$ cat config.mk
export PLATFORM = sky130hd
export DESIGN_NAME = ifetch_unit
export DESIGN_NICKNAME = d
export VERILOG_FILES = /design/src/rtl/ifetch_unit_pkg.sv /design/src/rtl/ifetch_fifo.sv /design/src/rtl/ifetch_unit.sv
export SDC_FILE = /design/constraint.sdc
export NUM_CORES = 1
export LEC_CHECK = 0
export ABC_AREA = 1
export ABC_CLOCK_PERIOD_IN_PS = 5700
export CORE_ASPECT_RATIO = 1.2
export CORE_MARGIN = 5
export CORE_UTILIZATION = 55
export DETAILED_ROUTE_END_ITERATION = 16
export PLACE_DENSITY = 0.89
export SLEW_MARGIN = 10
export SYNTH_ARGS = -nofsm -noshare
export SYNTH_HDL_FRONTEND = slang
export SYNTH_HIERARCHICAL = 1
export SYNTH_SLANG_ARGS = --single-unit
export TNS_END_PERCENT = 5
$ cat constraint.sdc
create_clock -name clk -period 5.7 [get_ports clk]
set_input_delay 1.14 -clock clk [delete_from_list [all_inputs] [get_ports clk]]
set_output_delay 1.14 -clock clk [all_outputs]
set_load 0.05 [all_outputs]
$ cat src/rtl/ifetch_unit_pkg.sv
// rtl/ifetch_unit_pkg.sv - shared constants and fetch entry layout for the CPU5 fetch path
//
// Purpose: instruction width, default reset PC and the {pc, instr} entry
//          carried through the fetch buffer.
// Ports  : none (package).
`ifndef CPU5_XLEN
`define CPU5_XLEN 32
`endif

package ifetch_unit_pkg;

   localparam int INSTR_W = 32;

   // Byte address the PC takes on reset.
   localparam int unsigned CPU5_RESET_PC = 0;

   // One buffered fetch: the byte address and the instruction fetched from it.
   typedef struct packed {
      logic [`CPU5_XLEN-1:0] pc;
      logic [INSTR_W-1:0]    instr;
   } fetch_entry_t;

   localparam int ENTRY_W = $bits(fetch_entry_t);

endpackage

$ cat src/rtl/ifetch_fifo.sv
// rtl/ifetch_fifo.sv - 2-entry fetch buffer with push/pop/flush
//
// Purpose: small in-order buffer between the instruction memory and decode.
// Ports  : clk, reset (async, active-high)
//          push/pop/flush  - control; flush wins over push
//          din             - entry written at the tail on push
//          count           - occupied entries (0..2)
//          head            - oldest entry; holds its last value while empty
module ifetch_fifo #(
   parameter int W     = 64,
   parameter int DEPTH = 2
) (
   input  logic         clk,
   input  logic         reset,
   input  logic         push,
   input  logic         pop,
   input  logic         flush,
   input  logic [W-1:0] din,
   output logic [1:0]   count,
   output logic [W-1:0] head
);
   import ifetch_unit_pkg::*;

   logic [W-1:0] second;
   logic         pop_ok;
   logic         push_ok;

   // Guard against a pop on empty and a push into a full buffer without a pop.
   assign pop_ok  = pop & (count != 2'd0);
   assign push_ok = push & ((count != 2'(DEPTH)) | pop_ok);

   always_ff @(posedge clk or posedge reset) begin
      if (reset) begin
         count  <= 2'd0;
         head   <= '0;
         second <= '0;
      end else if (flush) begin
         // Contents are left alone so the head outputs hold their last value.
         count <= 2'd0;
      end else begin
         if (pop_ok && count == 2'd2)
            head <= second;
         if (push_ok) begin
            // New entry lands at the head when it would be the only occupant.
            if (count == 2'd0 || (count == 2'd1 && pop_ok))
               head <= din;
            else
               second <= din;
         end
         count <= count + 2'(push_ok) - 2'(pop_ok);
      end
   end

endmodule

$ cat src/rtl/ifetch_unit.sv
// rtl/ifetch_unit.sv - CPU5 instruction-fetch initiator
//
// Purpose: holds the fetch PC, reads the word-indexed instruction memory,
//          buffers two instructions and hands them to decode over valid/ready.
// Ports  : clk, reset (async, active-high)
//          icache_a/icache_q           - combinational instruction-memory port
//          redirect_valid/redirect_pc  - branch/jump redirect, flushes buffer
//          fetch_valid/fetch_instr/fetch_pc/fetch_ready - decode handshake
//          perf_fetched/perf_stall     - only with CPU5_IFETCH_PERF_EN defined
`ifndef CPU5_XLEN
`define CPU5_XLEN 32
`endif

module ifetch_unit
   import ifetch_unit_pkg::*;
#(
   parameter int          XLEN     = `CPU5_XLEN,
   parameter int          IA_W     = 8,
   parameter int unsigned RESET_PC = CPU5_RESET_PC,
   parameter int          DEPTH    = 2
) (
   input  logic               clk,
   input  logic               reset,
   output logic [IA_W-1:0]    icache_a,
   input  logic [XLEN-1:0]    icache_q,
   input  logic               redirect_valid,
   input  logic [XLEN-1:0]    redirect_pc,
   output logic               fetch_valid,
   output logic [INSTR_W-1:0] fetch_instr,
   output logic [XLEN-1:0]    fetch_pc,
   input  logic               fetch_ready
`ifdef CPU5_IFETCH_PERF_EN
   ,
   output logic [31:0]        perf_fetched,
   output logic [31:0]        perf_stall
`endif
);

   logic [XLEN-1:0] pc;
   logic [1:0]      count;
   logic            pop;
   logic            push;
   fetch_entry_t    tail_entry;
   fetch_entry_t    head_entry;

   assign icache_a = pc[IA_W+1:2];

   assign fetch_valid = (count != 2'd0);
   assign pop         = fetch_valid & fetch_ready;
   assign push        = ~redirect_valid & ((count < 2'd2) | pop);

   assign tail_entry.pc    = pc;
   assign tail_entry.instr = icache_q[INSTR_W-1:0];

   ifetch_fifo #(
      .W     (ENTRY_W),
      .DEPTH (DEPTH)
   ) u_fifo (
      .clk   (clk),
      .reset (reset),
      .push  (push),
      .pop   (pop),
      .flush (redirect_valid),
      .din   (tail_entry),
      .count (count),
      .head  (head_entry)
   );

   assign fetch_pc    = head_entry.pc;
   assign fetch_instr = head_entry.instr;

   always_ff @(posedge clk or posedge reset) begin
      if (reset)
         pc <= XLEN'(RESET_PC);
      else if (redirect_valid)
         pc <= redirect_pc & ~XLEN'(3);   // targets are word aligned
      else if (push)
         pc <= pc + XLEN'(4);             // wraps modulo 2^XLEN
   end

`ifdef CPU5_IFETCH_PERF_EN
   // Saturating event counters; redirects do not clear them.
   always_ff @(posedge clk or posedge reset) begin
      if (reset) begin
         perf_fetched <= '0;
         perf_stall   <= '0;
      end else begin
         if (push && perf_fetched != 32'hFFFF_FFFF)
            perf_fetched <= perf_fetched + 32'd1;
         if (fetch_valid && !fetch_ready && perf_stall != 32'hFFFF_FFFF)
            perf_stall <= perf_stall + 32'd1;
      end
   end
`endif

endmodule

[Word level (Yosys, flattened, before mapping)]
Cells that the tools add are included.
Widths: inputs -> output; s select.
Cells by class
  add/sub/neg operators: 3
  multipliers: 0
  divide/modulo/power cells: 0
  $lt $le $gt $ge: 1
  eq/ne operators: 3
  shift-type cells: 0
  mux-type cells: 6
  bitwise logic cells: 8
  reductions and logical operators: 7
Operator list (number)
  $mux 64: 3
  $mux 32: 2
  $add 32x3->32 const B: 1
  $and 1x1->1: 4
  $reduce_bool 2->1: 2
  $reduce_and 3->1: 1
  $add 2x1->2: 1
  $eq 2x1->1 const B: 1
  $eq 2x2->1 const B: 1
  $logic_and 1x1->1: 2
  $logic_not 2->1: 1
  $lt 2x2->1 const B: 1
  $mux 2: 1
  $ne 2x2->1 const B: 1
  $not 1->1: 2
  $or 1x1->1: 2
  $sub 2x1->2: 1
  $logic_or 1x1->1: 1
Word-level totals
  register bits: 162
  latch bits: 0
  memory bits (writable): 0
  bits in read-only memories: 0
  input port bits: 68
  output and inout port bits: 73
  word-level logic and storage cells: 32
  memories: 0

[Logic depth before layout (Yosys ltp)]
  depth after elaboration: 8
  depth in mapped cells: 13
  gate-level depth less buffers: 12

[Cells and area by module]
The synthesis kept the hierarchy.
Modules (own cells, without submodules)
  ifetch_fifo: instances 1, cells each 875, area an instance 6975.4 µm², sequential area each 3253.1 µm²
  ifetch_unit: instances 1, cells each 354, area an instance 2408.6 µm², sequential area each 750.7 µm²

[Least setup slack after synthesis]
No wires, ideal clock.
  path kind: input to register
  from: input fetch_ready
  to: register u_fifo.count[1]
  library setup time: 131 ps
  arrival time: 2395 ps
  required time: 5569 ps
  path slack: 3173 ps
  stages on the path: 10
  buffers on the path: 2
  cell sequence: nand2_4 -> inv_1 -> buf_4 -> buf_2 -> o21a_1 -> ha_1 -> inv_1 -> ha_1 -> xor2_1 -> nor2_1
On the way
  word-level cells in the longest chain between the ends: 7
  elaborated cells on any way between the ends: 9
  classes of those cells: add/sub (2); mux (1); bitwise (6)
Ends and longest elaborated chain
  from (decl): line ifetch_unit.sv:31  | input logic fetch_ready
  $and 1x1->1 (*): line ifetch_unit.sv:49  | assign pop = fetch_valid & fetch_ready;
  named net pop: line ifetch_unit.sv:41  | logic pop;
  $or 1x1->1 / $and 1x1->1 (equally long branches): line ifetch_unit.sv:50, ifetch_fifo.sv:29
  $and 1x1->1 / $or 1x1->1 (equally long branches): line ifetch_unit.sv:50, ifetch_fifo.sv:30
  $and 1x1->1: line ifetch_fifo.sv:30  | assign push_ok = push & ((count != 2'(DEPTH)) | pop_ok);
  $add 2x1->2: line ifetch_fifo.sv:50  | count <= count + 2'(push_ok) - 2'(pop_ok);
  $sub 2x1->2 (*): line ifetch_fifo.sv:50
  $mux 2 (*): line ifetch_fifo.sv:37  | end else if (flush) begin
  to (signal assigned): line ifetch_fifo.sv:50
  to (decl): line ifetch_fifo.sv:19  | output logic [1:0] count,
The timed path passes the listed nets; every way through them passes the cells marked *.
A chain may end at the register's enable or synchronous reset.

[Final worst setup path]
  from: input redirect_valid
  to: register u_fifo.head[58]
On the way
  word-level cells in the longest chain between the ends: 4
Ends and longest elaborated chain
  from (decl): line ifetch_unit.sv:26  | input logic redirect_valid,
  $not 1->1 (no source line)
  $and 1x1->1: line ifetch_unit.sv:50  | assign push = ~redirect_valid & ((count < 2'd2) | pop);
  $and 1x1->1: line ifetch_fifo.sv:30
  $mux 64: line ifetch_fifo.sv:43  | if (push_ok) begin
  to (signal assigned): line ifetch_fifo.sv:42  | head <= second;
  to (signal assigned): line ifetch_fifo.sv:46  | head <= din;
  to (decl): line ifetch_fifo.sv:20  | output logic [W-1:0] head
Several ways; a longest one is shown, not always the timed one.

==> results_dict.tcl <==
set metrics [dict create \
    fin_crit_sh_pct 65.26 \
    synth_flop_cell "dfrtp_1" \
    drc 0 \
    synthTopCellsByCount "438 x nand2_1, 225 x nand3_1, 160 x dfrtp_1" \
    synth_seq_cells 160 \
    synth_compound_area_share_pct 2.853 \
    synth_mux_area_share_pct 0 \
    viasPerCell 5.973 \
    fillers 1409 \
    hp-class "flip-flop to flip-flop" \
    gp_congestion 0.9311 \
    num_rows 52 \
    grt_pass1_vias 8759 \
    hold_violations 0 \
    drive_above_1_share_pct 7.230 \
    final_util_pct 65.85 \
    firstDrtPassIters 5 \
    worstPathArrival_ps 4040 \
    period_needed_ps 3720 \
    dp_hpwl_mm 15.73 \
    die_h_um 153.1 \
    power_uw 6642 \
    yosysWarnings 6 \
    synth_edf_count 0 \
    grt_setup_unrepaired "no" \
    slew_headroom_pct 37.61 \
    synth.yosys.seq_area_share_pct 42.67 \
    avgSynthCellArea_um2 7.635 \
    cp_cell_sequence "buf_4 -> inv_1 -> nand2_4 -> clkinv_4 -> nand2_4 -> nand3_1 -> nand3_1 -> nand2_1" \
    dieArea_mm2 0.01979 \
    hold_buffers 0 \
    io-pin-count 141 \
    cellPowerDensity_mw_per_mm2 598.5 \
    syn_inst 1229 \
    clockRootBuffer "clkbuf_16" \
    worstPathRequired_ps 6020 \
    critical-path-top-delay-family "simple AND/OR/NAND/NOR gates" \
    p_leak_uw 0.005382 \
    detail_route.wl_per_cell_um 17.49 \
    synthTopCellsByArea "dfrtp_1 43%, nand2_1 18%, nand3_1 12%" \
    synth_top_family_by_area "simple AND/OR/NAND/NOR gates" \
    grt_pass1_wl_mm 43.55 \
    grt_use_total_pct 27.00 \
    routed_wirelength_mm 26.76 \
    cp_slowest_stage_delay_ps 850 \
    die_x_um 129.2 \
    final-seq-area_mm2 0.004005 \
    io_buffers 138 \
    synth_xor_area_share_pct 0.7467 \
    synthSimpleGateAreaFrac_pct 44.15 \
    cpMaxStageDelayCell "nand2_4" \
    synth.most_common_cell "nand2_1" \
    maxCapViolCount 0 \
    worstSkewPairLatency_ps 430 \
    crit_fanout 80 \
    synth_top_cell_by_area "dfrtp_1" \
    grt_start_max_net_pins 101 \
    core_region_area_mm2 0.01685 \
    path_buf_inv 3 \
    tritoncts "yes" \
    netlist_area_mm2 0.009384 \
    synth_cell_types 41 \
    irDropWorstVdd_v 0.0003034 \
    synth_top_area_share_pct 42.67 \
    clkTransAtPathRegs_ps 60 \
    cts_buffers 17 \
    fin_skew_ps 8.365 \
    drt-initial-drc-count 1138 \
    start_util_pct 55.69 \
    multi_input_area_mm2 0.004533 \
    drv_slew 0 \
    fin_setup_tns_ps 0 \
    status "completed" \
    final_nets 1372 \
    ys_async_sr_fraction_pct 100.0 \
    synthToLayoutAreaGrowth_pct 18.25 \
    critPathLaunchType "input port" \
    setup_violations 0 \
    cts_buffer_depth 2 \
    final_antenna_net_count 0 \
    diodes 0 \
    end_kind "flip-flop" \
    worst_slew_pin_slew_ps 935.8 \
    grt-ovfl-total 0 \
    cts_resized 0 \
    synth_fa_ha_area_share_pct 0.4000 \
    clock_sinks 160 \
    antenna_found_initial 0 \
    vias 9138 \
    h-tree-depth 4 \
    fmaxAchievable_mhz 268.8 \
    post_cts_buffers 0 \
    worstSetupPathType "input port to flip-flop" \
]
-- cells by family after synthesis --
group           count (synthesis)
xor+xnor                        8
other cells                     1
buf+inv                       153
fa+ha+maj                       3
simple gates                  864
compound gates                 40
flops                         160
-- state kept, by name (all words and copies together), names as in the netlist --
signal / count
u_fifo/head: 64
u_fifo/second: 64
pc: 30
u_fifo/count: 2
-- path summary, 6_finish.rpt --
kind                            cells after the start  slack, ps        startpoint                 to
min in group asynchronous                           3       1220             reset             pc[11]
worst min-delay path                                2        470  u_fifo/second[8]   u_fifo/second[8]
worst max-delay path                                8       1980    redirect_valid    u_fifo/head[58]
worst min register to register                      2        470  u_fifo/second[8]   u_fifo/second[8]
max in group asynchronous                           3       3350             reset    u_fifo/head[54]
worst max register to register                      8       2580   u_fifo/count[1]  u_fifo/second[34]
-- per-layer routing --
metal  up-vias  global-route usage (%)  part of all wire, %
met5         -                       0                    0
met4         0                   12.81                  2.9
met3        71                   4.223                  9.4
met2       551                   43.03                   48
met1      4304                   35.89                   39
li1       4212                       -                    -
-- where the power goes --
part           switching (uW)  internal, uW  leakage (uW)
Sequential                429          1620       0.00198
Clock                     449           747      0.000302
Combinational            2360          1030       0.00310
Total                    3240          3400       0.00538
-- worst register-to-register path, cell delays in order (launching register included) --
cell,delay [ps]
dfrtp_2,390
buf_4,670
inv_2,110
nand2_2,110
nand2_4,470
nor2_8,320
buf_4,660
nand3_1,200
nand2_1,120
-- final cells by class --
type,count,share of cell area (%)
Timing Repair Buffer,148,13.10
Tap cell,216,2.435
Inverter,55,1.996
Clock buffer,27,4.623
Multi-Input combinational cell,919,40.85
Sequential cell,160,36.09
Clock inverter,5,0.9020
-- per-stage QoR --
stage / instances / area [um2] / hold WS (ps) / setup slack (ps)
2_1_floorplan: 1232 / 9395 / 442.0 / 1091
3_3_place_gp: 1498 / 10480 / 453.0 / 1625
3_5_place_dp: 1498 / 10480 / 458.1 / 1588
4_1_cts: 1530 / 11100 / 472.9 / 1991
5_1_grt: 1530 / 11100 / 482.5 / 1791
6_report: 1530 / 11100 / 472.0 / 1980
-- layout by cell type (no fill, tap or decap), drive strengths merged --
cell type	instances
o22ai	1
clkinv	3
clkdlybuf4s50	137
ha	3
xnor2	1
a31oi	1
nand4	69
inv	54
bufinv	3
a21oi	9
a211oi	1
o211ai	5
dfrtp	160
o21bai	7
nand2	458
nand3	226
buf	11
conb	4
xor2	7
o21a	1
or2	1
a22o	1
o21ai	12
o221ai	2
nand3b	64
nor2	46
clkbuf	27
No activity file was read; power rests on OpenSTA's default activity.
